### src/rtl/fetch_pkg.sv
// Shared types and helpers for the prefetching fetch stage.
// Holds the FIFO entry layout, the NOP filler and the counter-width helper.
package fetch_pkg;

    localparam logic [31:0] NOP_INSTR = 32'h0000_0013;

    typedef struct packed {
        logic [31:0] pc;
        logic [31:0] instr;
    } fetch_entry_t;

    // Bits needed for a counter that must be able to hold the value n itself.
    function automatic int cnt_width(input int n);
        return $clog2(n + 1);
    endfunction

endpackage

### src/rtl/fetch_prefetch_if.sv
// Request/response bus between the fetch stage and the instruction cache.
// Master is the fetch side, slave is the icache side.
interface fetch_prefetch_if;

    logic        icache_req_valid_o;
    logic        icache_req_ready_i;
    logic [31:0] icache_addr_o;
    logic        icache_rvalid_i;
    logic [31:0] icache_rdata_i;

    modport master (
        output icache_req_valid_o,
        output icache_addr_o,
        input  icache_req_ready_i,
        input  icache_rvalid_i,
        input  icache_rdata_i
    );

    modport slave (
        input  icache_req_valid_o,
        input  icache_addr_o,
        output icache_req_ready_i,
        output icache_rvalid_i,
        output icache_rdata_i
    );

endinterface

### src/rtl/fetch_fifo.sv
// Circular-buffer FIFO with synchronous clear, used for both the prefetch
// buffer and the per-request PC queue.
module fetch_fifo
    import fetch_pkg::*;
#(
    parameter int  DEPTH   = 4,
    parameter type entry_t = fetch_entry_t,
    parameter int  CW      = cnt_width(DEPTH)
) (
    input  logic          clk,
    input  logic          rst_n,
    input  logic          clear,
    input  logic          push,
    input  entry_t        push_data,
    input  logic          pop,
    output entry_t        head,
    output logic [CW-1:0] count,
    output logic          full,
    output logic          empty
);

    localparam int PW = (DEPTH > 1) ? $clog2(DEPTH) : 1;

    entry_t        mem [DEPTH];
    logic [PW-1:0] rd_ptr;
    logic [PW-1:0] wr_ptr;
    logic          do_push;
    logic          do_pop;

    // Explicit wrap keeps non-power-of-two depths (the PC queue) correct.
    function automatic logic [PW-1:0] next_ptr(input logic [PW-1:0] p);
        return (p == PW'(DEPTH - 1)) ? '0 : p + PW'(1);
    endfunction

    assign empty   = (count == '0);
    assign full    = (count == CW'(DEPTH));
    assign do_pop  = pop && !empty;
    assign do_push = push && (!full || do_pop);
    assign head    = mem[rd_ptr];

    always_ff @(posedge clk or negedge rst_n) begin
        if (!rst_n) begin
            rd_ptr <= '0;
            wr_ptr <= '0;
            count  <= '0;
        end else if (clear) begin
            rd_ptr <= '0;
            wr_ptr <= '0;
            count  <= '0;
        end else begin
            if (do_push) wr_ptr <= next_ptr(wr_ptr);
            if (do_pop)  rd_ptr <= next_ptr(rd_ptr);
            if (do_push && !do_pop)      count <= count + CW'(1);
            else if (do_pop && !do_push) count <= count - CW'(1);
        end
    end

    always_ff @(posedge clk) begin
        if (do_push && !clear) mem[wr_ptr] <= push_data;
    end

endmodule

### src/rtl/fetch_prefetch.sv
// Fetch stage with several icache requests in flight and a prefetch FIFO
// towards decode; flushes redirect the PC and swallow stale responses.
module fetch_prefetch
    import fetch_pkg::*;
#(
    parameter int          DEPTH           = 4,
    parameter int          MAX_OUTSTANDING = 2,
    parameter logic [31:0] RESET_PC        = 32'h0000_0000
) (
    input  logic                    clk,
    input  logic                    rst_n,
    input  logic                    flush_i,
    input  logic [31:0]             flush_pc_i,
    input  logic                    ready_in,
    output logic                    valid_out,
    output logic [31:0]             pc_out,
    output logic [31:0]             instr_out,
    fetch_prefetch_if.master        icache
);

    localparam int IW = cnt_width(MAX_OUTSTANDING);
    localparam int CW = cnt_width(DEPTH);

    logic [31:0]   fetch_pc;
    logic [IW-1:0] inflight;
    logic [IW-1:0] drop;
    logic [31:0]   reserved;
    logic          req_fire;
    logic          resp;
    logic          resp_keep;
    logic          deq;

    fetch_entry_t  fifo_head;
    fetch_entry_t  fifo_wdata;
    logic [CW-1:0] fifo_count;
    logic          fifo_full;
    logic          fifo_empty;

    logic [31:0]   pcq_head;
    logic [IW-1:0] pcq_count;
    logic          pcq_full;
    logic          pcq_empty;

    // Live requests plus buffered entries must never exceed the FIFO, so every
    // kept response is guaranteed a slot; dropped ones reserve nothing.
    assign reserved = 32'(inflight) - 32'(drop) + 32'(fifo_count);

    assign icache.icache_req_valid_o = rst_n && !flush_i
                                       && (32'(inflight) < 32'(MAX_OUTSTANDING))
                                       && (reserved < 32'(DEPTH));
    assign icache.icache_addr_o      = fetch_pc;

    assign req_fire   = icache.icache_req_valid_o && icache.icache_req_ready_i;
    assign resp       = icache.icache_rvalid_i && (inflight != '0);
    assign resp_keep  = resp && !flush_i && (drop == '0);
    assign deq        = !fifo_empty && ready_in && !flush_i;
    assign fifo_wdata = '{pc: pcq_head, instr: icache.icache_rdata_i};

    assign valid_out = !fifo_empty;
    assign pc_out    = fifo_empty ? 32'h0 : fifo_head.pc;
    assign instr_out = fifo_empty ? NOP_INSTR : fifo_head.instr;

    always_ff @(posedge clk or negedge rst_n) begin
        if (!rst_n) begin
            fetch_pc <= RESET_PC;
        end else if (flush_i) begin
            fetch_pc <= flush_pc_i;
        end else if (req_fire) begin
            fetch_pc <= fetch_pc + 32'd4;
        end
    end

    always_ff @(posedge clk or negedge rst_n) begin
        if (!rst_n) begin
            inflight <= '0;
        end else if (req_fire && !resp) begin
            inflight <= inflight + IW'(1);
        end else if (resp && !req_fire) begin
            inflight <= inflight - IW'(1);
        end
    end

    // Everything still owed at a flush belongs to the old path, except a
    // response that lands in the flush cycle itself.
    always_ff @(posedge clk or negedge rst_n) begin
        if (!rst_n) begin
            drop <= '0;
        end else if (flush_i) begin
            drop <= inflight - IW'(resp);
        end else if (resp && (drop != '0)) begin
            drop <= drop - IW'(1);
        end
    end

    fetch_fifo #(
        .DEPTH   (DEPTH),
        .entry_t (fetch_entry_t)
    ) u_prefetch (
        .clk       (clk),
        .rst_n     (rst_n),
        .clear     (flush_i),
        .push      (resp_keep),
        .push_data (fifo_wdata),
        .pop       (deq),
        .head      (fifo_head),
        .count     (fifo_count),
        .full      (fifo_full),
        .empty     (fifo_empty)
    );

    fetch_fifo #(
        .DEPTH   (MAX_OUTSTANDING),
        .entry_t (logic [31:0])
    ) u_pc_queue (
        .clk       (clk),
        .rst_n     (rst_n),
        .clear     (1'b0),
        .push      (req_fire),
        .push_data (fetch_pc),
        .pop       (resp),
        .head      (pcq_head),
        .count     (pcq_count),
        .full      (pcq_full),
        .empty     (pcq_empty)
    );

    a_no_orphan_response: assert property (@(posedge clk) disable iff (!rst_n)
        icache.icache_rvalid_i |-> (inflight != '0));
    a_prefetch_has_room: assert property (@(posedge clk) disable iff (!rst_n)
        resp_keep |-> (!fifo_full || deq));
    a_pcq_tracks_inflight: assert property (@(posedge clk) disable iff (!rst_n)
        pcq_count == inflight);
    a_pcq_no_underflow: assert property (@(posedge clk) disable iff (!rst_n)
        resp |-> !pcq_empty);
    a_pcq_no_overflow: assert property (@(posedge clk) disable iff (!rst_n)
        req_fire |-> (!pcq_full || resp));

endmodule

### src/flat_wrapper.sv
// flat-port wrapper written by rule: the top's interface ports become plain ports
module fetch_prefetch_flat import fetch_pkg::*;
#(
    parameter int          DEPTH           = 4,
    parameter int          MAX_OUTSTANDING = 2,
    parameter logic [31:0] RESET_PC        = 32'h0000_0000
)
  (clk, rst_n, flush_i, flush_pc_i, ready_in, valid_out, pc_out, instr_out, icache_icache_req_valid_o, icache_icache_addr_o, icache_icache_req_ready_i, icache_icache_rvalid_i, icache_icache_rdata_i);
  fetch_prefetch_if icache_i ();
  input  logic clk;
  input  logic rst_n;
  input  logic flush_i;
  input  logic [31:0] flush_pc_i;
  input  logic ready_in;
  output logic valid_out;
  output logic [31:0] pc_out;
  output logic [31:0] instr_out;
  output wire logic [$bits(icache_i.icache_req_valid_o)-1:0] icache_icache_req_valid_o;
  output wire logic [$bits(icache_i.icache_addr_o)-1:0] icache_icache_addr_o;
  input wire logic [$bits(icache_i.icache_req_ready_i)-1:0] icache_icache_req_ready_i;
  input wire logic [$bits(icache_i.icache_rvalid_i)-1:0] icache_icache_rvalid_i;
  input wire logic [$bits(icache_i.icache_rdata_i)-1:0] icache_icache_rdata_i;
  assign icache_icache_req_valid_o = icache_i.icache_req_valid_o;
  assign icache_icache_addr_o = icache_i.icache_addr_o;
  assign icache_i.icache_req_ready_i = icache_icache_req_ready_i;
  assign icache_i.icache_rvalid_i = icache_icache_rvalid_i;
  assign icache_i.icache_rdata_i = icache_icache_rdata_i;
  fetch_prefetch #(.DEPTH(DEPTH), .MAX_OUTSTANDING(MAX_OUTSTANDING), .RESET_PC(RESET_PC)) u_core (.clk(clk), .rst_n(rst_n), .flush_i(flush_i), .flush_pc_i(flush_pc_i), .ready_in(ready_in), .valid_out(valid_out), .pc_out(pc_out), .instr_out(instr_out), .icache(icache_i));
endmodule
### config.mk
export PLATFORM = sky130hd
export DESIGN_NAME = fetch_prefetch_flat
export DESIGN_NICKNAME = d
export VERILOG_FILES = /design/src/rtl/fetch_pkg.sv /design/src/rtl/fetch_prefetch_if.sv /design/src/rtl/fetch_fifo.sv /design/src/rtl/fetch_prefetch.sv /design/src/flat_wrapper.sv
export SDC_FILE = /design/constraint.sdc
export NUM_CORES = 1
export LEC_CHECK = 0
export CELL_PAD_IN_SITES_DETAIL_PLACEMENT = 0
export CELL_PAD_IN_SITES_GLOBAL_PLACEMENT = 1
export CORE_UTILIZATION = 28
export CTS_BUF_LIST = sky130_fd_sc_hd__clkbuf_4 sky130_fd_sc_hd__clkbuf_8
export DETAILED_ROUTE_END_ITERATION = 10
export PLACE_DENSITY = 0.53
export RECOVER_POWER = 100
export REMOVE_ABC_BUFFERS = 1
export SETUP_SLACK_MARGIN = 0.2
export SKIP_CTS_REPAIR_TIMING = 1
export SLEW_MARGIN = 20
export SYNTH_ARGS = -nofsm -noshare
export SYNTH_HDL_FRONTEND = slang
export SYNTH_SLANG_ARGS = --single-unit
### constraint.sdc
create_clock -name clk -period 11.35 [get_ports clk]
set_input_delay 2.27 -clock clk [delete_from_list [all_inputs] [get_ports clk]]
set_output_delay 2.27 -clock clk [all_outputs]
set_load 0.01 [all_outputs]
# [Yosys cells after proc, flatten, opt, wreduce, memory -nomap -nowiden]
# Memory sizes are Yosys's and may differ from the RTL's.
# Cells that the tools add are included.
[word_totals] reg_bits=47 mem_bits_rw=320 inputBits=70 out_inout_bits=98 elab_cells=103 mem_count=2
[classes] n_addsub=15 n_lt_le_gt_ge=2 eq_ne=4 mux=25 n_reduce_logical=46
[mem_list] name="u_core.u_prefetch.mem" depth=4 word_bits=64 read_ports=1 rd_ports_with_merged_regs=0 write_ports=1 line="fetch_fifo.sv:24" source="entry_t mem [DEPTH];"
[mem_list] name="u_core.u_pc_queue.mem" depth=2 word_bits=32 read_ports=1 rd_ports_with_merged_regs=0 write_ports=1 line="fetch_fifo.sv:24"
[ops] operator="32-bit 2-to-1 mux" n=4
[ops] operator="32-bit by 3-bit adder with 32-bit output" n=1
[ops] operator="32-bit by 3-bit adder with 32-bit output (second input constant)" n=1
[ops] operator="32-bit by 3-bit < comparator with 1-bit output (second input constant)" n=1
[ops] operator="2-bit 2-to-1 mux" n=12
[ops] operator="1-bit logical AND" n=21
[ops] operator="2-bit nonzero test" n=8
[ops] operator="1-bit zero test" n=11
[ops] operator="3-bit 2-to-1 mux" n=3
[ops] operator="2-bit by 1-bit adder with 2-bit output (second input constant)" n=4
[ops] operator="2-bit == test (second input constant)" n=3
[ops] operator="1-bit 2-to-1 mux" n=6
[ops] operator="2-bit by 1-bit subtractor with 2-bit output (second input constant)" n=3
[ops] operator="2-bit zero test" n=2
[ops] operator="3-bit by 1-bit adder with 3-bit output (second input constant)" n=1
[ops] operator="3-bit == test (second input constant)" n=1
[ops] operator="3-bit zero test" n=1
[ops] operator="3-bit nonzero test" n=1
[ops] operator="2-bit by 2-bit subtractor with 3-bit output" n=1
[ops] operator="3-bit by 1-bit subtractor with 3-bit output (second input constant)" n=1
[ops] operator="1-bit adder (second input constant)" n=2
[ops] operator="1-bit logical OR" n=2
[ops] operator="2-bit < comparator (second input constant)" n=1
[ops] operator="2-bit by 1-bit subtractor with 2-bit output" n=1

# [Depth between registers and ports, before layout]
# Gate-level depths: netlist (run 1).
[depth] ltp_word=12 depth_mapped=19 mapped_depth_nobuf=18

# [Hierarchy]
# From an unflattened synthesis (run 1), not the netlist that was laid out.
[unflattened] hier_cells=874 area_unflattened_um2=15346.0
[modules_own_cells] module="fetch_fifo at u_core.u_prefetch" instances=1 cells_each=397 area_each_um2=9790.6 seq_area_each_um2=7862.5
[modules_own_cells] module="fetch_prefetch" instances=1 cells_each=352 area_each_um2=2994.1 seq_area_each_um2=900.9
[modules_own_cells] module="fetch_fifo at u_core.u_pc_queue" instances=1 cells_each=125 area_each_um2=2561.2 seq_area_each_um2=2021.9

# [Least setup slack after synthesis (run 1)]
# OpenSTA, ideal clock, no wires.
[synth_path] path_type="input-to-output" start="in flush_i" end="out icache_icache_req_valid_o" t_arrival_ps=3108 required_time_ps=9080 slack_ps=5972 cell_stages=3 n_path_buf=0 path_cell_list="and4bb_1 -> and4_1 -> nor3b_1"
[synth_between] elab_chain_len=4
[synth_rtl] element="start: declaration" line="flat_wrapper.sv:12" source="input logic flush_i;"
[synth_rtl] element="1-bit zero test" line="fetch_prefetch.sv:48" source="assign icache.icache_req_valid_o = rst_n && !flush_i"
[synth_rtl] element="1-bit logical AND" line="fetch_prefetch.sv:48"
[synth_rtl] element="1-bit logical AND" line="fetch_prefetch.sv:49" source="&& (32'(inflight) < 32'(MAX_OUTSTANDING))"
[synth_rtl] element="1-bit logical AND" line="fetch_prefetch.sv:50" source="&& (reserved < 32'(DEPTH));"
[synth_rtl] element="end: declaration" line="flat_wrapper.sv:18" source="output wire logic [$bits(icache_i.icache_req_valid_o)-1:0] icache_icache_req_valid_o;"
# Every way passes these cells.

# [Worst setup path after layout (run 1)]
[layout_path] start="in rst_n" end="mem u_core.u_pc_queue.mem[0][25] (netlist name) (enable)"
[layout_between] elab_chain_len=7
[layout_rtl] element="start: declaration" line="flat_wrapper.sv:11" source="input logic rst_n;"
[layout_rtl] element="1-bit logical AND" line="fetch_prefetch.sv:48"
[layout_rtl] element="1-bit logical AND" line="fetch_prefetch.sv:49"
[layout_rtl] element="1-bit logical AND" line="fetch_prefetch.sv:50"
[layout_rtl] element="1-bit logical AND" line="fetch_prefetch.sv:53" source="assign req_fire = icache.icache_req_valid_o && icache.icache_req_ready_i;"
[layout_rtl] element="1-bit logical AND" line="fetch_fifo.sv:38" source="assign do_push = push && (!full || do_pop);"
[layout_rtl] element="1-bit 2-to-1 mux" line="fetch_fifo.sv:59" source="if (do_push && !clear) mem[wr_ptr] <= push_data;"
[layout_rtl] element="1-bit 2-to-1 mux (not written as such)" line="fetch_fifo.sv:59"
[layout_rtl] element="end: declaration" line="fetch_fifo.sv:24"
# Every way passes these cells.

==> flow_summary.ini, run 1 <==
[clock_tree]
htree_levels = 3
cts_buffer_depth = 3
numClockSinks = 367
cts_buffers = 68
tritoncts = built
cts.reportedPaths.clkPinSlew_ns = 0.05
root_buffer = clkbuf_8
clk_latency_ns = 0.61

[power_and_ir_drop]
pwr_density_cell_mw_per_mm2 = 203.0
cellLeakagePower_nw = 6.327
seqPwrFrac = 0.437
ir_worst_vdd_mv = 0.06791
pwr-share-clk = 0.314
cell_internal_pwr_mw = 2.703
p_comb_frac = 0.250
swShare = 0.2931
p_switching_mw = 1.121

[detailed_routing]
drt_iter0_drc = 439
dr_wl_met3_um = 1811
wl_met1_um = 17180
drt_wl_total_um = 38750
wl_met2_um = 19060
ant_nets = 0
vias = 8471
wire_per_inst_um = 21.29
drc = 0
vias_per_cell = 4.654
dr.pass1.iters = 4
top_layer = met5

[critical_path]
cp_cell_sequence = buf_2 -> clkbuf_1 -> and3_1 -> nand4_1 -> or3_1 -> a31oi_1 -> nor2b_1 -> clkbuf_1
r2r_start = u_core.inflight[0]
crit_top_cell = clkbuf_1
reg2regPathDepth = 16
crit_required_ns = 11.54
worst_setup_path_end_kind = flop
arrival_ns = 8.49
reg2reg_slack_ns = 4.66
crit_type = input pin to flop
start_kind = input pin
slowest_delay_ns = 2.10
crit_fanout = 49
crit_path_top_delay_cell = clkbuf_1
r2r-end = u_core.u_pc_queue.mem[0][25]

[timing]
tns_ns = 0
finalSetupViolCount = 0
rsz0062_at_grt = false
whs_ns = 0.4896
setup_ws_ns = 3.043
slew_headroom = -1.148
min_period_ns = 8.307
min_period_over_period = 0.7319
drv_slew = 476
finalClockSkew_ns = 0.02281
fmax_ghz = 0.1204
worstMarginPinSlew_ns = 3.222
hold_viol_final = 0

[placement]
hpwl_um = 22650
place_congestion = 0.6956
io_buffers = 167
dp_slack_ns = 4.797

[layout]
fin_nets = 1172
layout_commonest_cell = edfxtp_1
fillers = 5073
antenna_cells = 0
final_cell_mix = edfxtp_1 (320), dlygate4sd3_1 (127), clkbuf_8 (70), and2_1 (67), mux4_2 (64)
drive_gt1_frac = 0.1625
syn_to_final_growth_pct = 24.36

[synth]
yosysWarnings = 0
ys_types = 52
netlist_area_mm2 = 0.01515
synth-edff-count = 320
synth-seq-cells = 367
async_flop_share = 0.1281
syn_avg_cell_area_um2 = 17.29
synthCells = 876
yosysSeqAreaShare = 0.7121
synthFlopType = edfxtp_1

[global_routing]
grt_max_degree = 50
grt_pass1_wl_um = 57390
grt_pass1_vias = 8967
grt-ovfl-total = 0
track_usage = 0.1439
grt_antenna_before_repair = 2

[floorplan]
fp.dieW_um = 234.6
rows = 84
core-area_mm2 = 0.05297
ios = 168
dieArea_mm2 = 0.05503
die_h_um = 234.6
start_util = 0.2859

[worst_hold_path]
whs_endpoint = u_core.u_pc_queue.count[1]
min_path_cells = 1
hold_path_class = flop to flop
min_from = u_core.u_pc_queue.count[1]

[flow_run]
cap_violations = 14

[outcome]
violations = max-capacitance violations, max-slew violations
outcome = finished, violations left
[Yosys cell counts (6+ instances only)]
cell type	count	area (um2)
edfxtp_1	320	9609
and2_1	72	450.4
mux4_2	64	1441
dfrtp_1	47	1176
nand2_1	41	153.9
mux2_2	37	416.7
clkbuf_1	32	120.1
o21ai_0	26	130.1
nor2_1	21	78.83
inv_1	20	75.07
nand3_1	19	95.09
ha_1	17	212.7
a31oi_1	12	75.07
xnor2_1	9	78.83
nor3_1	8	40.04
o211ai_1	8	60.06
o31a_1	8	70.07
or3_1	8	50.05
mux2i_1	7	70.07
nand4_1	7	43.79
nor4_1	7	43.79
or4_1	7	52.55
xor2_1	7	61.31
a21oi_1	6	30.03
and3_1	6	37.54
buf_2	6	30.03
o31ai_1	6	45.04
or2_2	6	37.54
[cell families (layout without fill, tap and decap cells)]
| group | Yosys count | after routing | share of synthesized area |
|---|---|---|---|
| AND/OR/NAND/NOR | 217 | 217 | 0.08038 |
| flip-flops | 367 | 367 | 0.7121 |
| XOR/XNOR | 16 | 16 | 0.009253 |
| AO/OA/AOI/OAI | 85 | 85 | 0.03751 |
| buffers and inverters | 63 | 319 | 0.01611 |
| multiplexers | 108 | 108 | 0.1273 |
| adder cells (fa/ha/maj) | 20 | 20 | 0.01735 |
[power by group through the flow]
| stage | Combinational (mW) | Clock [mW] | Sequential (mW) |
|---|---|---|---|
| floorplan | 0.553 | 0 | 1.68 |
| global placement | 1.04 | 0 | 1.70 |
| detailed placement | 1.04 | 0 | 1.70 |
| CTS | 1.05 | 1.25 | 1.68 |
| global route | 1.06 | 1.30 | 1.69 |
| finish | 0.955 | 1.20 | 1.67 |
[critical path, delay by kind of cell]
| family | cells | cell delay, ns |
|---|---|---|
| and+or+nand+nor | 4 | 2.18 |
| AOI/OAI and AO/OA | 1 | 0.41 |
| buffers and inverters | 3 | 3.57 |
[state kept, by name, indices dropped and copies added (netlist names)]
signal and count:
u_core.u_prefetch.mem 256, u_core.u_pc_queue.mem 64, u_core.icache.icache_addr_o 32, u_core.u_prefetch.count 3, u_core.drop 2, u_core.inflight 2
u_core.u_pc_queue.count 2, u_core.u_prefetch.rd_ptr 2, u_core.u_prefetch.wr_ptr 2, u_core.u_pc_queue.rd_ptr 1, u_core.u_pc_queue.wr_ptr 1
[how the worst max path moves through the flow]
stage,end,cells after the start,start
finish,u_core.u_pc_queue.mem[0][25],8,rst_n
global route,u_core.u_pc_queue.mem[0][27],8,rst_n
CTS,icache_icache_req_valid_o,14,u_core.inflight[0]
detailed placement,icache_icache_req_valid_o,6,rst_n
global placement,icache_icache_req_valid_o,6,rst_n
floorplan,instr_out[0],2,u_core.u_prefetch.rd_ptr[0]
[cell type report]
cell class,instances,area [um2],area share
flip-flops and latches,367,10790,0.5728
well taps,688,860.8,0.04570
clock inverters,29,161.4,0.008569
inverters,21,78.83,0.004185
clock buffers,90,1114,0.05912
repair buffers,179,1722,0.09140
multi-input cells,446,4110,0.2182
[metrics by stage]
step                      instance area, um2  instances  total power, mW  utilization
final                                  18840       1820            3.823       0.3556
after floorplan                        14980        834            2.231            -
after global placement                 17620       1701            2.737       0.3326
after detailed placement               17620       1701            2.746       0.3326
after CTS                              18900       1820            3.974       0.3567
after global routing                   18840       1820            4.052       0.3556
[routing by layer]
metal	up-vias	track usage
met3	67	0.03440
met5	-	0
li1	3870	-
met2	194	0.2430
met4	2	0.03992
met1	4338	0.1835
(Power assumes the default switching activity.)
==> run 2: changes to the inputs <==
==> constraint.sdc (replaced) <==
create_clock -name clk -period 7.99 [get_ports clk]
set_input_delay 1.598 -clock clk [delete_from_list [all_inputs] [get_ports clk]]
set_output_delay 1.598 -clock clk [all_outputs]
set_load 0.01 [all_outputs]
==> run 2 against run 1 <==
Against the previous run: the flow still finishes with violations (max-capacitance violations, max-slew violations); die area unchanged; sequential share of layout area is 0.11 points lower; sequential power rose by 42%; clock skew decreased by 0.00066 ns; register-to-register slack lost 2.9 ns; global-route usage decreased by 0.22 points; first-iteration DRC count down 11%; largest power group unchanged.
==> flow_summary.ini, run 2 (synthesis results as in run 1) <==
[layout]
register_area_mm2 = 0.01079
final_core_util = 0.3564
largest_reg_flops = 256
multi_input_area_mm2 = 0.004113
antenna_cells = 0
final_cell_mix = edfxtp_1 (320), dlygate4sd3_1 (120), clkbuf_8 (71), mux4_2 (64), and2_1 (61)
largest_register = u_core.u_prefetch.mem
fin_nets = 1171
syn_to_final_growth_pct = 24.63
fillers = 5132
drive_gt1_frac = 0.1646
layout_commonest_cell = edfxtp_1
final_area_mm2 = 0.01888

[global_routing]
grt_pass1_vias = 8923
track_usage = 0.1417
grt_max_degree = 46
grt_antenna_before_repair = 0
grt_pass1_wl_um = 56480
grt-ovfl-total = 0

[timing]
hold_viol_final = 0
min_period_ns = 6.335
rsz0062_at_grt = false
finalClockSkew_ns = 0.02215
fmax_ghz = 0.1578
min_period_over_period = 0.7929
setup_ws_ns = 1.655
finalSetupViolCount = 0
slew_headroom = -0.8915
tns_ns = 0
worstMarginPinSlew_ns = 2.836
whs_ns = 0.4880
drv_slew = 286

[floorplan]
die_h_um = 234.6
fp.dieW_um = 234.6
ios = 168
rows = 84
dieArea_mm2 = 0.05503
core-area_mm2 = 0.05297
start_util = 0.2859

[critical_path]
crit_type = flop to primary output
crit_fanout = 40
crit_buf_inv = 2
cp-endpoint = instr_out[1]
crit_required_ns = 6.39
cp-startpoint = u_core.u_prefetch.rd_ptr[1]
reg2reg_slack_ns = 1.79
worstSetupPathDepth = 4
worst_setup_path_end_kind = primary output
arrival_ns = 4.74
start_kind = flop
cp_cell_sequence = clkbuf_1 -> mux4_2 -> or2_2 -> dlygate4sd3_1
slowest_delay_ns = 2.02
r2r-end = u_core.u_pc_queue.mem[1][24]
crit_family = buffers and inverters
crit_path_top_delay_cell = clkbuf_1
reg2regPathDepth = 15
r2r_start = u_core.inflight[0]

[worst_hold_path]
hold_path_class = flop to flop
min_from = u_core.icache.icache_addr_o[1]

[clock_tree]
root_buffer = clkbuf_8
cts_buffer_depth = 3
clk_latency_ns = 0.61
cts_buffers = 67
tritoncts = built
cts.reportedPaths.clkPinSlew_ns = 0.05
htree_levels = 3
numClockSinks = 367

[detailed_routing]
vias_per_cell = 4.615
drt_wl_total_um = 37990
drt_iter0_drc = 392
drc = 0
vias = 8390
wire_per_inst_um = 20.90
ant_nets = 0
dr.pass1.iters = 4

[power_and_ir_drop]
ir_worst_vdd_mv = 0.1173
pwr_density_cell_mw_per_mm2 = 289.1
cellLeakagePower_nw = 6.337

[placement]
placed_area_mm2 = 0.01761
io_buffers = 167
dp_slack_ns = 2.441
hpwl_um = 22890
place_congestion = 0.7082

[outcome]
violations = max-capacitance violations, max-slew violations
outcome = finished, violations left

[flow_run]
cap_violations = 9
## run 2: cell types whose count changed in the layout (fill, tap and decap cells not counted), sizes merged, moves of 2 or more
cell / change
clkdlybuf4s50: +7
clkinv: +2
clkinvlp: -3
dlygate4sd3: -7
## run 2: worst min path at each step
stage	end	cells past startpoint
detailed placement	u_core.u_pc_queue.mem[0][1]	0
CTS	u_core.u_pc_queue.count[1]	1
global placement	u_core.u_pc_queue.count[1]	1
global route	u_core.u_pc_queue.count[1]	1
finish	u_core.u_pc_queue.mem[0][1]	0
floorplan	u_core.u_pc_queue.wr_ptr	1
## run 2: metrics by stage
step	std cells	total power, mW
after floorplan	834	3.169
after global placement	1700	3.889
after detailed placement	1700	3.896
after CTS	1817	5.672
after global routing	1818	5.785
final	1818	5.457
## run 2: power breakdown
| group | total [mW] | internal (mW) | switching (mW) |
|---|---|---|---|
| Sequential | 2.37 | 2.21 | 0.158 |
| Combinational | 1.36 | 0.701 | 0.656 |
| Clock | 1.73 | 0.966 | 0.765 |
| Total | 5.46 | 3.88 | 1.58 |
## run 2: routing by layer
layer / GRT usage / part of all wire / routed length (um) / up-vias
li1: - / - / - / 3867
met1: 0.1819 / 0.43 / 16520 / 4253
met2: 0.2319 / 0.49 / 18660 / 204
met3: 0.03052 / 0.050 / 1903 / 66
met4: 0.05786 / 0.024 / 912 / 0
met5: 0 / 0 / 0 / -
## run 2: cell type report
class                           instances  area share
Clock inverter                         28    0.009081
Multi-Input combinational cell        446      0.2179
Sequential cell                       367      0.5718
Timing Repair Buffer                  179     0.09260
Tap cell                              688     0.04560
Clock buffer                           89     0.05892
Inverter                               21    0.004176
